<file path="config.mk">
export PLATFORM = sky130hd
export DESIGN_NAME = booth_fma_pipe
export DESIGN_NICKNAME = d
export VERILOG_FILES = /design/src/rtl/booth_fma_pipe.sv
export SDC_FILE = /design/constraint.sdc
export NUM_CORES = 1
export LEC_CHECK = 0
export CAP_MARGIN = 20
export CORE_ASPECT_RATIO = 1.4
export CORE_MARGIN = 2
export CORE_UTILIZATION = 50
export CTS_BUF_LIST = sky130_fd_sc_hd__clkbuf_4
export DETAILED_ROUTE_END_ITERATION = 10
export PLACE_DENSITY = 0.71
export RECOVER_POWER = 100
export SLEW_MARGIN = 20
export SYNTH_ARGS = -nofsm -noshare
export SYNTH_HDL_FRONTEND = slang
export SYNTH_SLANG_ARGS = --single-unit
</file>
<file path="constraint.sdc">
create_clock -name clk -period 9.15 [get_ports clk]
set_input_delay 2.745 -clock clk [delete_from_list [all_inputs] [get_ports clk]]
set_output_delay 2.745 -clock clk [all_outputs]
set_load 0.01 [all_outputs]
</file>
<file path="src/rtl/booth_fma_pipe.sv">
// booth_fma_pipe: pipelined radix-4 Booth multiply-add. The unit computes
// y = c + (neg ? -1 : 1) * a * b (mod 2^2W). It presents the result both as
// a carry-save pair and as a resolved sum.
//
// Ports:
//   clk, rst            clock; asynchronous active-high reset
//   in_vld / in_rdy     input beat handshake
//   in_a, in_b          W-bit multiplicand / multiplier (b is Booth-recoded)
//   in_c                2W-bit addend
//   in_signed           1 = a, b are two's complement, 0 = unsigned
//   in_neg              1 = result is c - a*b
//   out_vld / out_rdy   result handshake
//   out_y1, out_y2      carry-save result pair (sum is the result)
//   out_y               out_y1 + out_y2, combinational from output registers
module booth_fma_pipe #(
  parameter int W      = 16,
  parameter int STAGES = 2
) (
  input  logic             clk,
  input  logic             rst,
  input  logic             in_vld,
  output logic             in_rdy,
  input  logic [W-1:0]     in_a,
  input  logic [W-1:0]     in_b,
  input  logic [2*W-1:0]   in_c,
  input  logic             in_signed,
  input  logic             in_neg,
  output logic             out_vld,
  input  logic             out_rdy,
  output logic [2*W-1:0]   out_y1,
  output logic [2*W-1:0]   out_y2,
  output logic [2*W-1:0]   out_y
);

  localparam int DW   = 2 * W;
  localparam int ND   = W / 2 + 1;   // Booth digits
  localparam int NOPS = ND + 2;      // partial products + addend + correction word

  typedef logic [NOPS-1:0][DW-1:0] ops_t;

  // Number of live operands left after lvl levels of 3:2 compression.
  function automatic int ops_after(input int lvl);
    int n;
    n = NOPS;
    for (int j = 0; j < 64; j++)
      if (j < lvl) n = 2 * (n / 3) + n % 3;
    return n;
  endfunction

  function automatic int count_levels();
    int n;
    int c;
    n = NOPS;
    c = 0;
    for (int j = 0; j < 64; j++) begin
      if (n > 2) begin
        n = 2 * (n / 3) + n % 3;
        c++;
      end
    end
    return c;
  endfunction

  localparam int LVLS = count_levels();

  // One level of 3:2 compressors over the first n operands. Leftover
  // operands (n mod 3) pass straight through behind the compressor outputs.
  function automatic ops_t csa_level(input ops_t x, input int n);
    ops_t y;
    int   g;
    y = '0;
    g = n / 3;
    for (int j = 0; j < NOPS / 3; j++) begin
      if (j < g) begin
        y[2*j]   = x[3*j] ^ x[3*j+1] ^ x[3*j+2];
        y[2*j+1] = ((x[3*j] & x[3*j+1]) | (x[3*j] & x[3*j+2]) |
                    (x[3*j+1] & x[3*j+2])) << 1;
      end
    end
    for (int j = 0; j < NOPS; j++)
      if (j >= 3 * g && j < n) y[j-g] = x[j];
    return y;
  endfunction

  // Apply the compressor levels lo .. hi-1 of the tree.
  function automatic ops_t csa_reduce(input ops_t x, input int lo, input int hi);
    ops_t r;
    r = x;
    for (int l = 0; l < LVLS; l++)
      if (l >= lo && l < hi) r = csa_level(r, ops_after(l));
    return r;
  endfunction

  // Finish the tree from level lo and return {word2, word1}.
  function automatic logic [2*DW-1:0] csa_pair(input ops_t x, input int lo);
    ops_t r;
    r = csa_reduce(x, lo, LVLS);
    return {r[1], r[0]};
  endfunction

  // Booth recoding and partial product generation. A negative digit becomes
  // the one's complement of the magnitude. Its +1 is collected into a
  // correction word; the correction bits sit at distinct positions 2i.
  ops_t in_ops;

  always_comb begin
    logic [DW-1:0] a_ext;
    logic [DW-1:0] mag_a;
    logic [DW-1:0] corr;
    logic [W+2:0]  b_pad;
    logic [2:0]    trip;
    logic          neg;
    a_ext  = {{W{in_signed & in_a[W-1]}}, in_a};
    b_pad  = {{2{in_signed & in_b[W-1]}}, in_b, 1'b0};   // bit 0 is b[-1]
    corr   = '0;
    in_ops = '0;
    trip   = '0;
    mag_a  = '0;
    neg    = 1'b0;
    for (int i = 0; i < ND; i++) begin
      trip = b_pad[2*i +: 3];
      case (trip)
        3'b001, 3'b010, 3'b101, 3'b110: mag_a = a_ext;
        3'b011, 3'b100:                 mag_a = a_ext << 1;
        default:                        mag_a = '0;
      endcase
      // Zero digits stay zero; otherwise in_neg flips the digit's sign.
      neg       = (trip != 3'b000) && (trip != 3'b111) && (trip[2] ^ in_neg);
      in_ops[i] = (neg ? ~mag_a : mag_a) << (2 * i);
      corr[2*i] = neg;
    end
    in_ops[ND]   = in_c;
    in_ops[ND+1] = corr;
  end

  // Pipeline control: a stage advances when it is empty or its occupant
  // moves on, so bubbles collapse.
  logic [STAGES-1:0] v_q, v_d, adv, vin, load;

  always_comb begin
    adv[STAGES-1] = ~v_q[STAGES-1] | out_rdy;
    for (int k = STAGES - 2; k >= 0; k--) adv[k] = ~v_q[k] | adv[k+1];
    vin[0] = in_vld;
    for (int k = 1; k < STAGES; k++) vin[k] = v_q[k-1];
    load = adv & vin;
    v_d  = (v_q & ~adv) | load;
  end

  always_ff @(posedge clk or posedge rst) begin
    if (rst) v_q <= '0;
    else     v_q <= v_d;
  end

  assign in_rdy  = adv[0];
  assign out_vld = v_q[STAGES-1];

  // Datapath stages. Stage k runs tree levels [k*LVLS/STAGES, (k+1)*LVLS/STAGES).
  // Data registers only load with a valid beat, so an empty pipe holds its value.
  ops_t stg_in [STAGES];
  assign stg_in[0] = in_ops;

  for (genvar k = 0; k < STAGES; k++) begin : g_stg
    localparam int LO = (k * LVLS) / STAGES;
    localparam int HI = ((k + 1) * LVLS) / STAGES;

    if (k < STAGES - 1) begin : g_mid
      ops_t ops_q, ops_d;

      always_comb ops_d = load[k] ? csa_reduce(stg_in[k], LO, HI) : ops_q;

      always_ff @(posedge clk or posedge rst) begin
        if (rst) ops_q <= '0;
        else     ops_q <= ops_d;
      end

      assign stg_in[k+1] = ops_q;
    end else begin : g_out
      logic [DW-1:0] y1_q, y1_d, y2_q, y2_d;

      always_comb begin
        if (load[k]) {y2_d, y1_d} = csa_pair(stg_in[k], LO);
        else         {y2_d, y1_d} = {y2_q, y1_q};
      end

      always_ff @(posedge clk or posedge rst) begin
        if (rst) begin
          y1_q <= '0;
          y2_q <= '0;
        end else begin
          y1_q <= y1_d;
          y2_q <= y2_d;
        end
      end

      assign out_y1 = y1_q;
      assign out_y2 = y2_q;
    end
  end

  assign out_y = out_y1 + out_y2;

endmodule

</file>
==> results of run 1 <==
placed cells by master, fill, tap and decap left out, types with 7 or more instances in the layout:
master	instances
a211oi_1	10
a21o_1	17
a21oi_1	57
a221o_1	21
a221oi_1	35
a22o_1	11
a22oi_1	37
a31oi_1	14
and2_1	8
buf_4	20
clkbuf_4	19
clkdlybuf4s50_1	70
dfrtp_1	200
dlygate4sd3_1	94
fa_1	156
ha_1	88
inv_1	121
mux2_2	177
nand2_1	93
nand2b_1	28
nand3_1	18
nor2_1	104
nor2b_1	7
nor3_1	16
o21ai_0	56
o21ai_1	8
o21bai_1	10
o221ai_1	20
o31ai_1	9
xnor2_1	101
xor2_1	85
registers in the layout, indices dropped and copies added, names as in the netlist, named ones only:
register	cells
g_stg.g_mid.ops_q	136
out_y1	32
out_y2	30
final cells by class:
| class | count | area (sq um) |
|---|---|---|
| fill | 3040 | 15000 |
| sequential | 200 | 5000 |
| antenna | 1 | 2.50 |
| multi-input combinational | 1265 | 11800 |
| timing repair buffer | 190 | 1820 |
| clock inverter | 13 | 166 |
| tap | 456 | 571 |
| clock buffer | 19 | 143 |
| inverter | 124 | 467 |
stage by stage:
| stage | cells | area (sq um) | power, W | utilization [%] |
|---|---|---|---|---|
| floorplan | 1718 | 17700 | 0.00435 | - |
| global placement | 2233 | 19600 | 0.00581 | 56.1 |
| detailed placement | 2234 | 19700 | 0.00600 | 56.2 |
| CTS | 2266 | 20000 | 0.00651 | 57.1 |
| global route | 2268 | 20000 | 0.00700 | 57.1 |
| finish | 2268 | 20000 | 0.00631 | 57.1 |
tightest hold or removal path, cell delays in order, from the launching register on:
cell     delay (ps)
dfrtp_1         380
nand2_1          50
o21ai_0          60
metal layers:
metal	up-vias	track usage [%]
li1	6089	-
met1	6641	34.4
met2	487	42.8
met3	84	3.35
met4	0	10.9
met5	-	0
logic make-up after synthesis:
kind of cell,Yosys count,synth area share [%]
AO/OA/AOI/OAI,347,13.7
XOR/XNOR,190,9.50
other,1,0.0211
adder cells (fa/ha/maj),245,23.9
multiplexers,179,11.3
buffers and inverters,253,5.59
AND/OR/NAND/NOR,302,7.72
flip-flops,200,28.2
synthesized netlist by cell type (10+ instances only):
| cell type | n |
|---|---|
| a211oi_1 | 10 |
| a21o_1 | 17 |
| a21oi_1 | 59 |
| a221o_1 | 21 |
| a221oi_1 | 35 |
| a22o_1 | 11 |
| a22oi_1 | 38 |
| a31oi_1 | 14 |
| buf_1 | 14 |
| buf_2 | 16 |
| clkbuf_1 | 93 |
| dfrtp_1 | 200 |
| fa_1 | 156 |
| ha_1 | 88 |
| inv_1 | 122 |
| mux2_2 | 177 |
| nand2_1 | 94 |
| nand2b_1 | 28 |
| nand3_1 | 18 |
| nor2_1 | 104 |
| nor3_1 | 16 |
| o21ai_0 | 53 |
| o21ai_1 | 11 |
| o21bai_1 | 10 |
| o221ai_1 | 20 |
| xnor2_1 | 101 |
| xor2_1 | 87 |
path summary, 6_finish.rpt:
kind                                             end  slack (ps)  depth (start not counted)
max reg2reg                g_stg[0].g_mid.ops_q[160]        4010                          5
min reg2reg                g_stg[0].g_mid.ops_q[172]         510                          2
min in group asynchronous                 out_y1[30]        3590                          2
max in group asynchronous   g_stg[0].g_mid.ops_q[77]        2190                          4
min                        g_stg[0].g_mid.ops_q[172]         510                          2
max                        g_stg[0].g_mid.ops_q[160]        1670                          6
report_power, final:
| group | leakage (nW) | internal, W | total (W) | switching [W] |
|---|---|---|---|---|
| Combinational | 6.22 | 0.00213 | 0.00428 | 0.00215 |
| Clock | 0.162 | 0.000199 | 0.000510 | 0.000312 |
| Sequential | 2.44 | 0.00124 | 0.00152 | 0.000278 |
==> flow_summary.yaml, run 1 <==
status:
  status: "complete, but fails checks"
  failed_checks: "capacitance limit, slew limit"
sta:
  slew_violations: 341
  hold_ws_ps: 506
  setup_viol: 0
  final.setup.worst_slack_ps: 1670
  clock-skew-final_ps: 28.9
  worstMarginPinSlew_ps: 3490
  hold_viol: 0
  maxSlewHeadroom_pct: -134
  rsz0062_at_grt: "no"
  post-route-min-period_ps: 7480
  setup_tns_ps: 0
  fmax_mhz: 134
  post-route-period-util_pct: 81.7
cts:
  cts_tree: "done"
  ctsResizeCount: 0
  postCtsHoldBufs: 0
  clk_pin_slew_ps: 170
  clock_latency_ps: 620
  cts.sinks: 200
  cts.path.max_buffers: 2
  cts-root-buf: "clkbuf_4"
  cts_max_level: 4
  cts_made_buffers: 17
  cts_setup_buffers: 0
min_path:
  hold_class: "reg -> reg"
  hold_start: "g_stg[0].g_mid.ops_q[172]"
synth:
  ys_seq_elements: 200
  yosys.area.top_type_share_pct: 28.2
  yosys.area.top_type: "dfrtp_1"
  ys_warn_count: 0
  async_flop_share_pct: 100
  synth_area_per_cell_sq_um: 10.3
  syn_inst: 1717
  seq_area_frac_synth_pct: 28.2
  ys_types: 67
  syn_area_sq_mm: 0.0177
  synth-edff-count: 0
  yosys_most_used_dff: "dfrtp_1"
  synth_area_leaders: "dfrtp_1 28%, fa_1 18%, mux2_2 11%, ha_1 6.2%, xnor2_1 5.0%"
power:
  p_per_area_mw_per_mm2: 316
  power_leakage_nw: 8.83
  ir_drop_uv: 297
grt:
  grt_util_all_layers_pct: 25.9
  grt_pass1_wl_um: 74000
  overflow: 0
  grt_max_degree: 84
  antenna_found_initial: 1
  grt_pass1_vias: 13400
setup_path:
  slowest_delay_ps: 2330
  end_kind: "register"
  critical_path_buf_inv_count: 2
  critPathKind: "in -> reg"
  arrival_ps: 8010
  worstPathRequired_ps: 9680
  cp-start-kind: "primary input"
  critical_path.cell_chain: "dlygate4sd3_1, nand3b_1, nand2_1, clkbuf_2, a21oi_1, a21o_1"
  worstSetupStartpoint: "out_rdy"
  critical-path-top-delay-family: "simple AND/OR/NAND/NOR gates"
  crit_fanout: 83
  slowest_stage: "nand2_1"
routing:
  dr.pass1.iters: 5
  drtAntennaViolNets: 0
  num_vias: 13300
  vias_per_cell: 5.86
  drt_iter0_drc: 984
  drc_errors: 0
  route.met2.wl_um: 22700
  met3_wirelength_um: 2690
  wire_per_inst_um: 20.6
  drt-total-wl_um: 46700
  top_layer: "met4"
  wl_met1_um: 19600
placed_design:
  pre_cts_ws_ps: 2350
  dpl.hpwl_um: 36100
  place_congestion: 0.929
  port_buffers: 165
floorplan:
  die_area_sq_mm: 0.0370
  coreArea_sq_mm: 0.0350
  rows: 81
  initial_core_util_pct: 50.7
  io_pins: 168
  die_y_um: 227
  chipWidth_um: 163
flow_run:
  max-cap-violations: 5
finish:
  final_nets: 2112
  drive_gt1_share_pct: 13.5
  syn2layout_area_growth_pct: 12.5
(Power assumes the default switching activity.)
==> run 2, diff against run 1 <==
clock period = 7.8 ns   (was 9.15 ns; I/O delays follow)
==> run 2 against run 1 <==
Against the previous run:
- the flow still finishes with violations (capacitance limit, slew limit)
- critical path depth decreased by 1
- worst setup slack got worse by 690 ps
- count of clock-buffer cells in the layout decreased by 2
- wire length decreased by 0.63%
- core utilization about the same
- register-to-register slack got worse by 1100 ps
- clock power increased by 15%
- sequential cell count unchanged
- clock skew decreased by 1.8 ps
- total power increased by 17%
- via count decreased by 0.28%
- cell area about the same
- highest routed layer unchanged
==> flow_summary.yaml, run 2 (synthesis results as in run 1) <==
status:
  status: "complete, but fails checks"
  failed_checks: "capacitance limit, slew limit"
routing:
  vias_per_cell: 5.85
  num_vias: 13300
  drtAntennaViolNets: 0
  wire_per_inst_um: 20.5
  dr.pass1.iters: 8
  drc_errors: 0
  drt_iter0_drc: 1000
  drt-total-wl_um: 46400
setup_path:
  ff2ff_path_depth: 4
  crit_fanout: 84
  worstPathRequired_ps: 8320
  critPathKind: "in -> reg"
  cp-start-kind: "primary input"
  reg2reg_slack_ps: 2930
  rr_endpoint: "g_stg[0].g_mid.ops_q[138]"
  end_kind: "register"
  arrival_ps: 7330
grt:
  grt_max_degree: 146
  antenna_found_initial: 1
  overflow: 0
  grt_pass1_wl_um: 73100
  grt_util_all_layers_pct: 25.5
  grt_pass1_vias: 13300
finish:
  syn2layout_area_growth_pct: 12.5
  finish.utilization_pct: 57.1
  n_fill_cell: 3028
  multi_input_area_sq_mm: 0.0118
  largest_register_ffs: 136
  final_cell_count_no_fill: 2269
  final_cell_mix: "200 x dfrtp_1, 176 x mux2_2, 156 x fa_1"
  top_register: "g_stg.g_mid.ops_q"
  layout.area.seq_sq_mm: 0.00500
  final_nets: 2113
  final_common_cell: "dfrtp_1"
  drive_gt1_share_pct: 13.3
sta:
  clock-skew-final_ps: 27.1
  final.setup.worst_slack_ps: 985
  fmax_mhz: 147
  worstMarginPinSlew_ps: 3450
  setup_viol: 0
  rsz0062_at_grt: "no"
  hold_viol: 0
  post-route-min-period_ps: 6820
  maxSlewHeadroom_pct: -130
  post-route-period-util_pct: 87.4
  setup_tns_ps: 0
  slew_violations: 374
power:
  pwr-share-clk_pct: 7.9
  p_per_area_mw_per_mm2: 369
  swShare_pct: 43.6
  combPwrFrac_pct: 68.0
  seqPwrFrac_pct: 24.1
  ir_drop_uv: 309
  switching_power_w: 0.00321
  internal-power_w: 0.00415
  power_leakage_nw: 8.82
cts:
  cts_made_buffers: 17
  ctsResizeCount: 0
  cts.path.max_buffers: 2
  postCtsHoldBufs: 0
  cts-root-buf: "clkbuf_4"
  cts_max_level: 4
  cts_setup_buffers: 0
  cts_tree: "done"
  clk_pin_slew_ps: 170
  cts.sinks: 200
  clock_latency_ps: 620
placed_design:
  port_buffers: 165
  pre_cts_ws_ps: 1410
  dpl.hpwl_um: 35900
  dp.cells: 2235
  place_congestion: 0.980
floorplan:
  io_pins: 168
  chipWidth_um: 163
  initial_core_util_pct: 50.7
  die_area_sq_mm: 0.0370
  die_y_um: 227
  rows: 81
  coreArea_sq_mm: 0.0350
min_path:
  hold-path-endpoint: "g_stg[0].g_mid.ops_q[57]"
  hold_start: "g_stg[0].g_mid.ops_q[57]"
  hold_class: "reg -> reg"
  whs_path_depth: 2
flow_run:
  max-cap-violations: 5
==> run 2: worst max-delay path, cell delays in order <==
cell	delay (ps)
dlygate4sd3_1	550
nand3b_1	210
nand2_1	2000
clkbuf_2	1640
mux2_2	450
==> run 2: per-layer routing <==
layer  share of wire [%]  track usage, %
met5                   0               0
met3                 6.1            3.33
met1                  42            34.5
met2                  48            42.1
met4                 3.1            9.45
==> run 2: cell type report <==
class	instances	share of cell area (%)
antenna	1	0.0125
clock buffer	17	0.640
clock inverter	15	0.853
inverter	124	2.34
multi-input combinational	1265	59.0
sequential	200	25.1
tap	456	2.86
timing repair buffer	191	9.23
==> run 2: how the worst max path moves through the flow <==
| stage | from | endpoint | cells after the start |
|---|---|---|---|
| final | out_rdy | g_stg[0].g_mid.ops_q[138] | 5 |
| after global routing | out_rdy | g_stg[0].g_mid.ops_q[47] | 5 |
| after CTS | out_y1[2] | out_y[28] | 10 |
| after detailed placement | in_a[15] | g_stg[0].g_mid.ops_q[22] | 8 |
| after global placement | in_a[15] | g_stg[0].g_mid.ops_q[30] | 8 |
| after floorplan | rst | async pin | 1 |
==> run 2: stage by stage <==
step                power [W]  hold WS [ps]  area [sq um]
detailed placement    0.00702           470         19700
global route          0.00809           537         20000
global placement      0.00682           462         19700
floorplan             0.00511           450         17700
CTS                   0.00760           505         20000
finish                0.00736           500         20000
==> run 2: power by group through the flow <==
stage | logic, W | registers, W | clock network (W)
global placement | 0.00503 | 0.00179 | 0
floorplan | 0.00334 | 0.00177 | 0
detailed placement | 0.00522 | 0.00180 | 0
finish | 0.00500 | 0.00177 | 0.000584
CTS | 0.00523 | 0.00178 | 0.000597
global route | 0.00562 | 0.00183 | 0.000636
